==> config.mk <==
export PLATFORM = sky130hd
export DESIGN_NAME = instr_encode_loader
export DESIGN_NICKNAME = d
export VERILOG_FILES = /design/src/rtl/cpu_isa_pkg.sv /design/src/rtl/instr_field_packer.sv /design/src/rtl/instr_encode_loader.sv
export SDC_FILE = /design/constraint.sdc
export NUM_CORES = 1
export LEC_CHECK = 0
export CORE_MARGIN = 3
export CORE_UTILIZATION = 29
export DETAILED_ROUTE_END_ITERATION = 10
export SETUP_SLACK_MARGIN = 0.5
export SYNTH_ARGS = -nofsm -noshare
export SYNTH_HDL_FRONTEND = slang
export SYNTH_SLANG_ARGS = --single-unit
==> constraint.sdc <==
create_clock -name clk -period 2 [get_ports clk]
set_clock_uncertainty 0.2 [all_clocks]
set_input_delay 0.4 -clock clk [delete_from_list [all_inputs] [get_ports clk]]
set_output_delay 0.4 -clock clk [all_outputs]
set_load 0.01 [all_outputs]
==> src/rtl/cpu_isa_pkg.sv <==
// Shared ISA definitions for the instruction encoder/loader: formats, field
// positions, halt opcode, error codes and immediate range helper.
package cpu_isa_pkg;

  typedef enum logic [1:0] {
    FMT_R    = 2'd0,
    FMT_I16  = 2'd1,
    FMT_I11  = 2'd2,
    FMT_I11S = 2'd3
  } fmt_e;

  localparam logic [10:0] OPC_HALT = 11'h7FF;

  localparam int OPC_MSB     = 31;
  localparam int OPC_LSB     = 21;
  localparam int REGIN_MSB   = 20;
  localparam int REGIN_LSB   = 16;
  localparam int REGA_MSB    = 15;
  localparam int REGA_LSB    = 11;
  localparam int REGB_MSB    = 10;
  localparam int REGB_LSB    = 6;
  localparam int IMM16_MSB   = 15;
  localparam int IMM16_LSB   = 0;
  localparam int IMM11_MSB   = 10;
  localparam int IMM11_LSB   = 0;
  localparam int IMM3_HI_MSB = 20;
  localparam int IMM3_HI_LSB = 16;
  localparam int IMM3_LO_MSB = 5;
  localparam int IMM3_LO_LSB = 0;

  localparam logic [1:0] ERR_NONE     = 2'd0;
  localparam logic [1:0] ERR_RANGE    = 2'd1;
  localparam logic [1:0] ERR_OVERFLOW = 2'd2;

  // Signed fits when every bit above the field's sign bit copies it;
  // unsigned fits when every bit above the field is zero.
  function automatic logic imm_fits(input logic [31:0] imm,
                                    input logic        is_signed,
                                    input logic        narrow);
    logic fits;
    if (narrow) begin
      if (is_signed) begin
        fits = (imm[31:10] == 22'h000000) || (imm[31:10] == 22'h3FFFFF);
      end else begin
        fits = (imm[31:11] == 21'h000000);
      end
    end else begin
      if (is_signed) begin
        fits = (imm[31:15] == 17'h00000) || (imm[31:15] == 17'h1FFFF);
      end else begin
        fits = (imm[31:16] == 16'h0000);
      end
    end
    return fits;
  endfunction

endpackage

==> src/rtl/instr_field_packer.sv <==
// Combinational packer: places instruction fields into the 32-bit layout
// and reports whether the immediate fits the selected format.
module instr_field_packer
  import cpu_isa_pkg::*;
(
  input  fmt_e        fmt,
  input  logic [10:0] opcode,
  input  logic [4:0]  reg_in,
  input  logic [4:0]  reg_a,
  input  logic [4:0]  reg_b,
  input  logic [31:0] imm,
  input  logic        imm_signed,
  output logic [31:0] word,
  output logic        range_ok
);

  // Field placement and range check per format
  always_comb begin
    word = 32'd0;
    range_ok = 1'b1;
    word[OPC_MSB:OPC_LSB] = opcode;
    case (fmt)
      FMT_R: begin
        word[REGIN_MSB:REGIN_LSB] = reg_in;
        word[REGA_MSB:REGA_LSB]   = reg_a;
        word[REGB_MSB:REGB_LSB]   = reg_b;
        range_ok = 1'b1;
      end
      FMT_I16: begin
        word[REGIN_MSB:REGIN_LSB] = reg_in;
        word[IMM16_MSB:IMM16_LSB] = imm[15:0];
        range_ok = imm_fits(imm, imm_signed, 1'b0);
      end
      FMT_I11: begin
        word[REGIN_MSB:REGIN_LSB] = reg_in;
        word[REGA_MSB:REGA_LSB]   = reg_a;
        word[IMM11_MSB:IMM11_LSB] = imm[10:0];
        range_ok = imm_fits(imm, imm_signed, 1'b1);
      end
      FMT_I11S: begin
        // Upper immediate bits borrow the reg_in slot
        word[IMM3_HI_MSB:IMM3_HI_LSB] = imm[10:6];
        word[REGA_MSB:REGA_LSB]       = reg_a;
        word[REGB_MSB:REGB_LSB]       = reg_b;
        word[IMM3_LO_MSB:IMM3_LO_LSB] = imm[5:0];
        range_ok = imm_fits(imm, imm_signed, 1'b1);
      end
      default: begin
        word = 32'd0;
        range_ok = 1'b0;
      end
    endcase
  end

endmodule

==> src/rtl/instr_encode_loader.sv <==
// Instruction encoder/loader: accepts field bundles, encodes them and writes
// them to instruction RAM at an auto-incrementing address.
module instr_encode_loader
  import cpu_isa_pkg::*;
#(
  parameter int ADDR_W = 8
) (
  input  logic              clk,
  input  logic              reset_n,
  input  logic              start,
  input  logic              in_valid,
  output logic              in_ready,
  input  logic [1:0]        fmt,
  input  logic [10:0]       opcode,
  input  logic [4:0]        reg_in,
  input  logic [4:0]        reg_a,
  input  logic [4:0]        reg_b,
  input  logic [31:0]       imm,
  input  logic              imm_signed,
  output logic              mem_we,
  output logic [ADDR_W-1:0] mem_addr,
  output logic [31:0]       mem_wdata,
  output logic [ADDR_W:0]   word_count,
  output logic              busy,
  output logic              done,
  output logic              error,
  output logic [1:0]        err_code
);

  localparam logic [ADDR_W:0] DEPTH_C = {1'b1, {ADDR_W{1'b0}}};

  typedef enum logic [1:0] {
    ST_IDLE  = 2'd0,
    ST_LOAD  = 2'd1,
    ST_DONE  = 2'd2,
    ST_ERROR = 2'd3
  } state_e;

  state_e            state_r;
  state_e            state_next_s;
  logic [ADDR_W-1:0] ptr_r;
  logic [ADDR_W:0]   count_r;
  logic              mem_we_r;
  logic [ADDR_W-1:0] mem_addr_r;
  logic [31:0]       mem_wdata_r;
  logic [1:0]        err_code_r;

  logic [31:0] word_s;
  logic        range_ok_s;
  logic        in_ready_s;
  logic        accept_s;
  logic        overflow_s;
  logic        write_s;

  instr_field_packer u_packer (
    .fmt        (fmt_e'(fmt)),
    .opcode     (opcode),
    .reg_in     (reg_in),
    .reg_a      (reg_a),
    .reg_b      (reg_b),
    .imm        (imm),
    .imm_signed (imm_signed),
    .word       (word_s),
    .range_ok   (range_ok_s)
  );

  // Handshake qualifiers; start always beats a bundle in the same cycle
  always_comb begin
    in_ready_s = (state_r == ST_LOAD) && !start;
    accept_s   = in_valid && in_ready_s;
    overflow_s = (count_r == DEPTH_C);
    write_s    = accept_s && !overflow_s && range_ok_s;
  end

  // FSM state register
  always_ff @(posedge clk or negedge reset_n) begin
    if (!reset_n) begin
      state_r <= ST_IDLE;
    end else begin
      state_r <= state_next_s;
    end
  end

  // FSM next-state logic
  always_comb begin
    state_next_s = state_r;
    case (state_r)
      ST_IDLE: begin
        if (start) state_next_s = ST_LOAD;
        else       state_next_s = ST_IDLE;
      end
      ST_LOAD: begin
        if (start)                    state_next_s = ST_LOAD;
        else if (!accept_s)           state_next_s = ST_LOAD;
        else if (!write_s)            state_next_s = ST_ERROR;
        else if (opcode == OPC_HALT)  state_next_s = ST_DONE;
        else                          state_next_s = ST_LOAD;
      end
      ST_DONE, ST_ERROR: begin
        if (start) state_next_s = ST_LOAD;
        else       state_next_s = state_r;
      end
      default: state_next_s = ST_IDLE;
    endcase
  end

  // Write port, pointer, word count and error code registers
  always_ff @(posedge clk or negedge reset_n) begin
    if (!reset_n) begin
      mem_we_r    <= 1'b0;
      mem_addr_r  <= {ADDR_W{1'b0}};
      mem_wdata_r <= 32'd0;
      ptr_r       <= {ADDR_W{1'b0}};
      count_r     <= {(ADDR_W+1){1'b0}};
      err_code_r  <= ERR_NONE;
    end else begin
      mem_we_r <= write_s;
      if (write_s) begin
        mem_addr_r  <= ptr_r;
        mem_wdata_r <= word_s;
      end
      if (start) begin
        ptr_r      <= {ADDR_W{1'b0}};
        count_r    <= {(ADDR_W+1){1'b0}};
        err_code_r <= ERR_NONE;
      end else if (write_s) begin
        ptr_r   <= ptr_r + {{(ADDR_W-1){1'b0}}, 1'b1};
        count_r <= count_r + {{ADDR_W{1'b0}}, 1'b1};
      end else if (accept_s && overflow_s) begin
        err_code_r <= ERR_OVERFLOW;
      end else if (accept_s) begin
        err_code_r <= ERR_RANGE;
      end
    end
  end

  assign in_ready   = in_ready_s;
  assign mem_we     = mem_we_r;
  assign mem_addr   = mem_addr_r;
  assign mem_wdata  = mem_wdata_r;
  assign word_count = count_r;
  assign err_code   = err_code_r;
  assign busy       = (state_r == ST_LOAD);
  assign done       = (state_r == ST_DONE);
  assign error      = (state_r == ST_ERROR);

endmodule

==> flow_summary.json, run 1 <==
{
  "outcome": "finished, violations left",
  "failed_checks": "setup timing",
  "syn_avg_cell_area_um2": 10.5,
  "final_antenna_net_count": 0,
  "grt_start_max_net_pins": 41,
  "hold_class": "in -> async",
  "reg2reg_setup_slack_ns": -0.19,
  "end_kind": "flop",
  "synth_commonest_cells": "62 x dfrtp_1, 41 x nand2_1, 22 x mux2_2",
  "crit_chain": "buf_2 > nor4_2 > and4_2 > a31oi_1 > a211o_4 > buf_12 > buf_12 > nor2_4 > mux2_4",
  "critPathTopFamily": "simple AND/OR/NAND/NOR gates",
  "wl_per_cell_um": 15.2,
  "hold_violations": 0,
  "syn2layout_area_growth_pct": 75.2,
  "rows": 35,
  "place_ws_ns": -0.858,
  "worstPathArrival_ns": 2.21,
  "setup_slack_ns": -0.197,
  "die_h_um": 106,
  "clk_pin_slew_ns": 0.07,
  "clkLatencyLatePin_ns": 0.33,
  "fin_nets": 530,
  "viasPerCell": 4.68,
  "path_buf_inv": 3,
  "synth_most_common_cell": "dfrtp_1",
  "crit_fanout": 8,
  "grt_util_all_layers_pct": 16.0,
  "antenna_found_initial": 0,
  "synth_edf_count": 0,
  "worst_r2r_path_depth": 9,
  "htreeDepth": 3,
  "cp.required_ns": 2.02,
  "grt_setup_unrepaired": "true",
  "netlist-cell-type-count": 42,
  "ys.flop_type": "dfrtp_1",
  "rr_endpoint": "word_count[5]",
  "pin_count": 121,
  "syn_nets": 347,
  "hpwl_mm": 6.17,
  "drive_gt1_share_pct": 46.7,
  "die-area_um2": 11300,
  "yosysSeqAreaShare_pct": 53.2,
  "synth_top_area_share_pct": 53.2,
  "cellPowerDensity_nw_per_um2": 696,
  "clockBufferDepth": 2,
  "setup_viol": 53,
  "relSlewSlack_pct": 80.5,
  "worstMarginPinSlew_ns": 0.291,
  "gp_congestion": 0.823,
  "fin_total_pwr_uw": 3550,
  "ctsRootBufferMaster": "clkbuf_8",
  "period_needed_ns": 2.20,
  "vdd_drop_max_v": 0.000339,
  "p_leak_uw": 0.00245,
  "numCtsBuffers": 9,
  "ys_top_cells_by_area": "dfrtp_1 53%, mux2_2 8.5%, mux2i_1 6.2%",
  "wl_mm": 9.04,
  "synth_area_um2": 2920,
  "clock-sinks": 62,
  "overflow": 0,
  "fmax_mhz": 455,
  "synth_async_sr_flop_share_pct": 100,
  "synth_warnings": 0,
  "drv_cap": 0,
  "drv_slew": 0,
  "dr.first_iter.drc_count": 64,
  "worstReg2RegStart": "word_count[4]",
  "dr.pass1.iters": 4,
  "fp.dieW_um": 106,
  "ys_ff_latch": 62,
  "cp-start-kind": "input pin",
  "grt_pass1_vias": 2920,
  "diodes": 0,
  "start_util_pct": 30.7,
  "grt_pass1_wl_mm": 14.5,
  "cts_tree": "built",
  "core-area_um2": 9500,
  "port_buffers": 120,
  "dr_total_vias": 2787,
  "synth_top_cell_by_area": "dfrtp_1",
  "crit_path_max_incr_delay_ns": 0.40,
  "path_class": "in -> reg",
  "min_period_over_period_pct": 110,
  "cpMostUsedCell": "buf_12",
  "cp_slowest_cell": "a211o_4",
  "synthCells": 279,
  "drc_errors": 0
}
## power by group
part | total [uW] | switching (uW) | internal [uW]
Sequential | 1520 | 88.4 | 1430
Combinational | 898 | 412 | 486
Clock | 1130 | 491 | 643
Total | 3550 | 991 | 2560
## per-layer routing
metal | wire length, um | track usage [%]
met1 | 3960 | 20.2
met2 | 4300 | 25.7
met3 | 700 | 5.46
met4 | 78 | 4.90
met5 | 0 | 0
## area by class of cell
| cell class | instances | area, um2 |
|---|---|---|
| clock buffer | 13 | 159 |
| clock inverter | 3 | 42.5 |
| fill | 871 | 4390 |
| inverter | 10 | 45.0 |
| multi-input combinational | 193 | 1500 |
| sequential | 62 | 1550 |
| tap | 129 | 161 |
| timing repair buffer | 186 | 1650 |
## flip-flops by register name, summed over array words and instances (netlist names)
register    count
mem_wdata      32
state_r         2
err_code        2
word_count      9
mem_addr        8
ptr_r           8
mem_we          1
## what timing repair did
| action | CTS | global route |
|---|---|---|
| buffers inserted | 21 | 7 |
| endpoints found under the hold margin | 62 | 0 |
| setup endpoints to repair | 118 | 82 |
| hold buffers | 1 | 0 |
| gates resized for setup | 368 | 40 |
| pin swaps | 29 | 7 |
| gates cloned | 0 | 1 |
## worst register-to-register path, stage by stage, from the launching register on
cell	delay, ns
dfrtp_1	0.39
nor4_2	0.28
nand4_1	0.22
nand3_2	0.13
a211o_4	0.17
inv_8	0.06
buf_12	0.12
buf_6	0.11
and3_4	0.15
a221o_1	0.25
## worst max path at each step
stage / start / end / cells after the start
floorplan: imm[31] / ptr_r[4] / 8
global placement: imm[31] / word_count[2] / 8
detailed placement: imm[16] / ptr_r[2] / 8
CTS: word_count[4] / word_count[5] / 9
global route: word_count[4] / word_count[5] / 9
finish: imm[25] / ptr_r[3] / 9
## layout by cell type (no fill, tap or decap), types with 10 or more instances in the layout
cell	instances
dfrtp_1	62
buf_2	55
clkdlybuf4s50_1	40
buf_6	38
nand2_1	37
buf_4	31
mux2i_1	18
nand3_1	13
mux2_2	13
clkbuf_8	11
nand4_1	10
## through the flow
stage / instances / util [%] / area (um2) / TNS [ns] / hold slack (ns)
final: 596 / 53.8 / 5110 / -5.08 / 0.235
after global routing: 596 / 53.8 / 5110 / -10.52 / 0.247
after CTS: 588 / 51.5 / 4900 / -5.40 / 0.229
after detailed placement: 550 / 47.4 / 4510 / -45.13 / 0.0499
after global placement: 550 / 47.4 / 4510 / -43.29 / 0.0489
after floorplan: 279 / - / 2960 / -5.85 / -0.0956
## cells by family after synthesis
kind of cell,share of synthesized area (%)
AO/OA/AOI/OAI,9.22
XOR/XNOR,0.901
adder cells (fa/ha/maj),1.29
buffers and inverters,3.56
flip-flops,53.2
multiplexers,14.7
AND/OR/NAND/NOR,17.2
(Power assumes the default switching activity.)
==> run 2, diff against run 1 <==
Settings changed: GPL_TIMING_DRIVEN set to 0.
==> flow_summary.json, run 2 (synthesis gave the netlist of run 1 again) <==
{
  "start_util_pct": 30.7,
  "largest_reg_flops": 32,
  "wl_mm": 8.84,
  "rows": 35,
  "top_layer": "met4",
  "end_kind": "flop",
  "pin_count": 121,
  "vdd_drop_max_v": 0.000337,
  "cp_slowest_cell": "dfrtp_1",
  "gp_congestion": 0.747,
  "fmax_mhz": 446,
  "path_buf_inv": 2,
  "pwr-share-comb_pct": 24.7,
  "grt_pass1_wl_mm": 14.2,
  "cellPowerDensity_nw_per_um2": 719,
  "wl_met3_um": 766,
  "fp.dieW_um": 106,
  "final_antenna_net_count": 0,
  "drc_errors": 0,
  "placed_area_um2": 4320,
  "n_fill_cell": 908,
  "hpwl_mm": 6.19,
  "worstMarginPinSlew_ns": 0.815,
  "hold_class": "in -> async",
  "die-area_um2": 11300,
  "crit_chain": "and2b_1 > and2_4 > nand3_2 > a211o_1 > buf_6 > buf_8 > or3_1 > a21oi_1",
  "htreeDepth": 3,
  "port_buffers": 120,
  "p_leak_uw": 0.00230,
  "hold_violations": 58,
  "p_sw_uw": 976,
  "fin_total_pwr_uw": 3460,
  "seq_power_share_pct": 44.1,
  "diodes": 0,
  "wl_per_cell_um": 15.4,
  "place_ws_ns": -0.960,
  "dr_total_vias": 2752,
  "critPathTopFamily": "simple AND/OR/NAND/NOR gates",
  "drive_gt1_share_pct": 39.2,
  "fin_tns_setup_ns": -9.56,
  "grt_pass1_vias": 2719,
  "ctsRootBufferMaster": "clkbuf_8",
  "dr.first_iter.drc_count": 79,
  "core-area_um2": 9500,
  "syn2layout_area_growth_pct": 65.0,
  "hold_ws_ns": -0.0588,
  "cp-start-kind": "flop",
  "min_period_over_period_pct": 112,
  "relSlewSlack_pct": 45.7,
  "grt_start_max_net_pins": 63,
  "drv_slew": 0,
  "met1_length_mm": 3.95,
  "failed_checks": "hold timing, setup timing",
  "crit_path_max_incr_delay_ns": 0.41,
  "dr.pass1.iters": 4,
  "grt_util_all_layers_pct": 16.0,
  "wl_met2_mm": 4.01,
  "cts_tree": "built",
  "intPower_uw": 2490,
  "final_area_um2": 4810,
  "crit_fanout": 6,
  "viasPerCell": 4.80,
  "cp.required_ns": 2.06,
  "final_util_pct": 50.7,
  "layout_common_cells": "59 x dfrtp_1, 47 x buf_2, 40 x clkdlybuf4s50_1, 37 x nand2_1, 27 x buf_6",
  "swShare_pct": 28.2,
  "die_h_um": 106,
  "setup_slack_ns": -0.245,
  "drv_cap": 0,
  "period_needed_ns": 2.24,
  "worstPathArrival_ns": 2.30,
  "antenna_found_initial": 0,
  "path_class": "reg -> reg",
  "clock-sinks": 62,
  "setup_viol": 61,
  "grt_setup_unrepaired": "true",
  "clockBufferDepth": 2,
  "fin_nets": 508,
  "overflow": 0,
  "p_clk_share_pct": 31.2,
  "outcome": "finished, violations left",
  "clkLatencyLatePin_ns": 0.34,
  "clk_pin_slew_ns": 0.07,
  "final_common_cell": "dfrtp_1",
  "numCtsBuffers": 9
}
run 2: repair_timing:
| item | CTS | global route |
|---|---|---|
| setup endpoints to repair | 118 | 84 |
| gates resized for setup | 338 | 21 |
| gates cloned | 5 | 1 |
| endpoints found under the hold margin | 62 | 0 |
| pin swaps | 28 | 2 |
| setup buffers | 18 | 6 |
run 2: per-stage QoR:
| step | instances | hold slack (ns) |
|---|---|---|
| floorplan | 279 | -0.0956 |
| global placement | 528 | 0.252 |
| detailed placement | 528 | 0.255 |
| CTS | 566 | -0.0191 |
| global route | 573 | 0.0175 |
| finish | 573 | -0.0588 |
run 2: worst paths after layout:
| check | from | endpoint | slack [ns] | depth (start not counted) |
|---|---|---|---|---|
| max in group asynchronous | reset_n | word_count[3] | 1.08 | 1 |
| min | reset_n | mem_wdata[0] | -0.06 | 1 |
| max | state_r[1] | ptr_r[4] | -0.24 | 8 |
| min in group clk | mem_wdata[1] | mem_wdata[1] | 0.26 | 2 |
| max reg2reg | state_r[1] | ptr_r[4] | -0.24 | 8 |
| min reg2reg | mem_wdata[1] | mem_wdata[1] | 0.26 | 2 |
run 2: power by group through the flow:
| stage | Sequential [uW] | Combinational, uW | Clock, uW |
|---|---|---|---|
| CTS | 1530 | 825 | 1120 |
| finish | 1530 | 856 | 1080 |
| global placement | 1550 | 920 | 0 |
| detailed placement | 1550 | 927 | 0 |
| global route | 1550 | 940 | 1160 |
| floorplan | 1630 | 232 | 0 |
run 2: final cells by class:
type | count | area [um2] | area share, %
clock inverters | 4 | 47.5 | 0.988
flip-flops and latches | 62 | 1560 | 32.3
multi-input cells | 193 | 1370 | 28.4
repair buffers | 150 | 1290 | 26.8
clock buffers | 11 | 141 | 2.94
plain buffers | 14 | 204 | 4.24
inverters | 10 | 45.0 | 0.936
well taps | 129 | 161 | 3.35
run 2: routing by layer:
layer  up-vias  global-route usage, %
met3        11                   5.16
met5         -                      0
met4         0                   5.27
met2       101                   24.1
li1       1317                      -
met1      1323                   21.7
==> run 3, diff against run 2 <==
Settings changed: CTS_CLUSTER_DIAMETER set to 150.
==> results of run 3 <==
No change in the layout: final DEF, timing and power equal those of run 2.
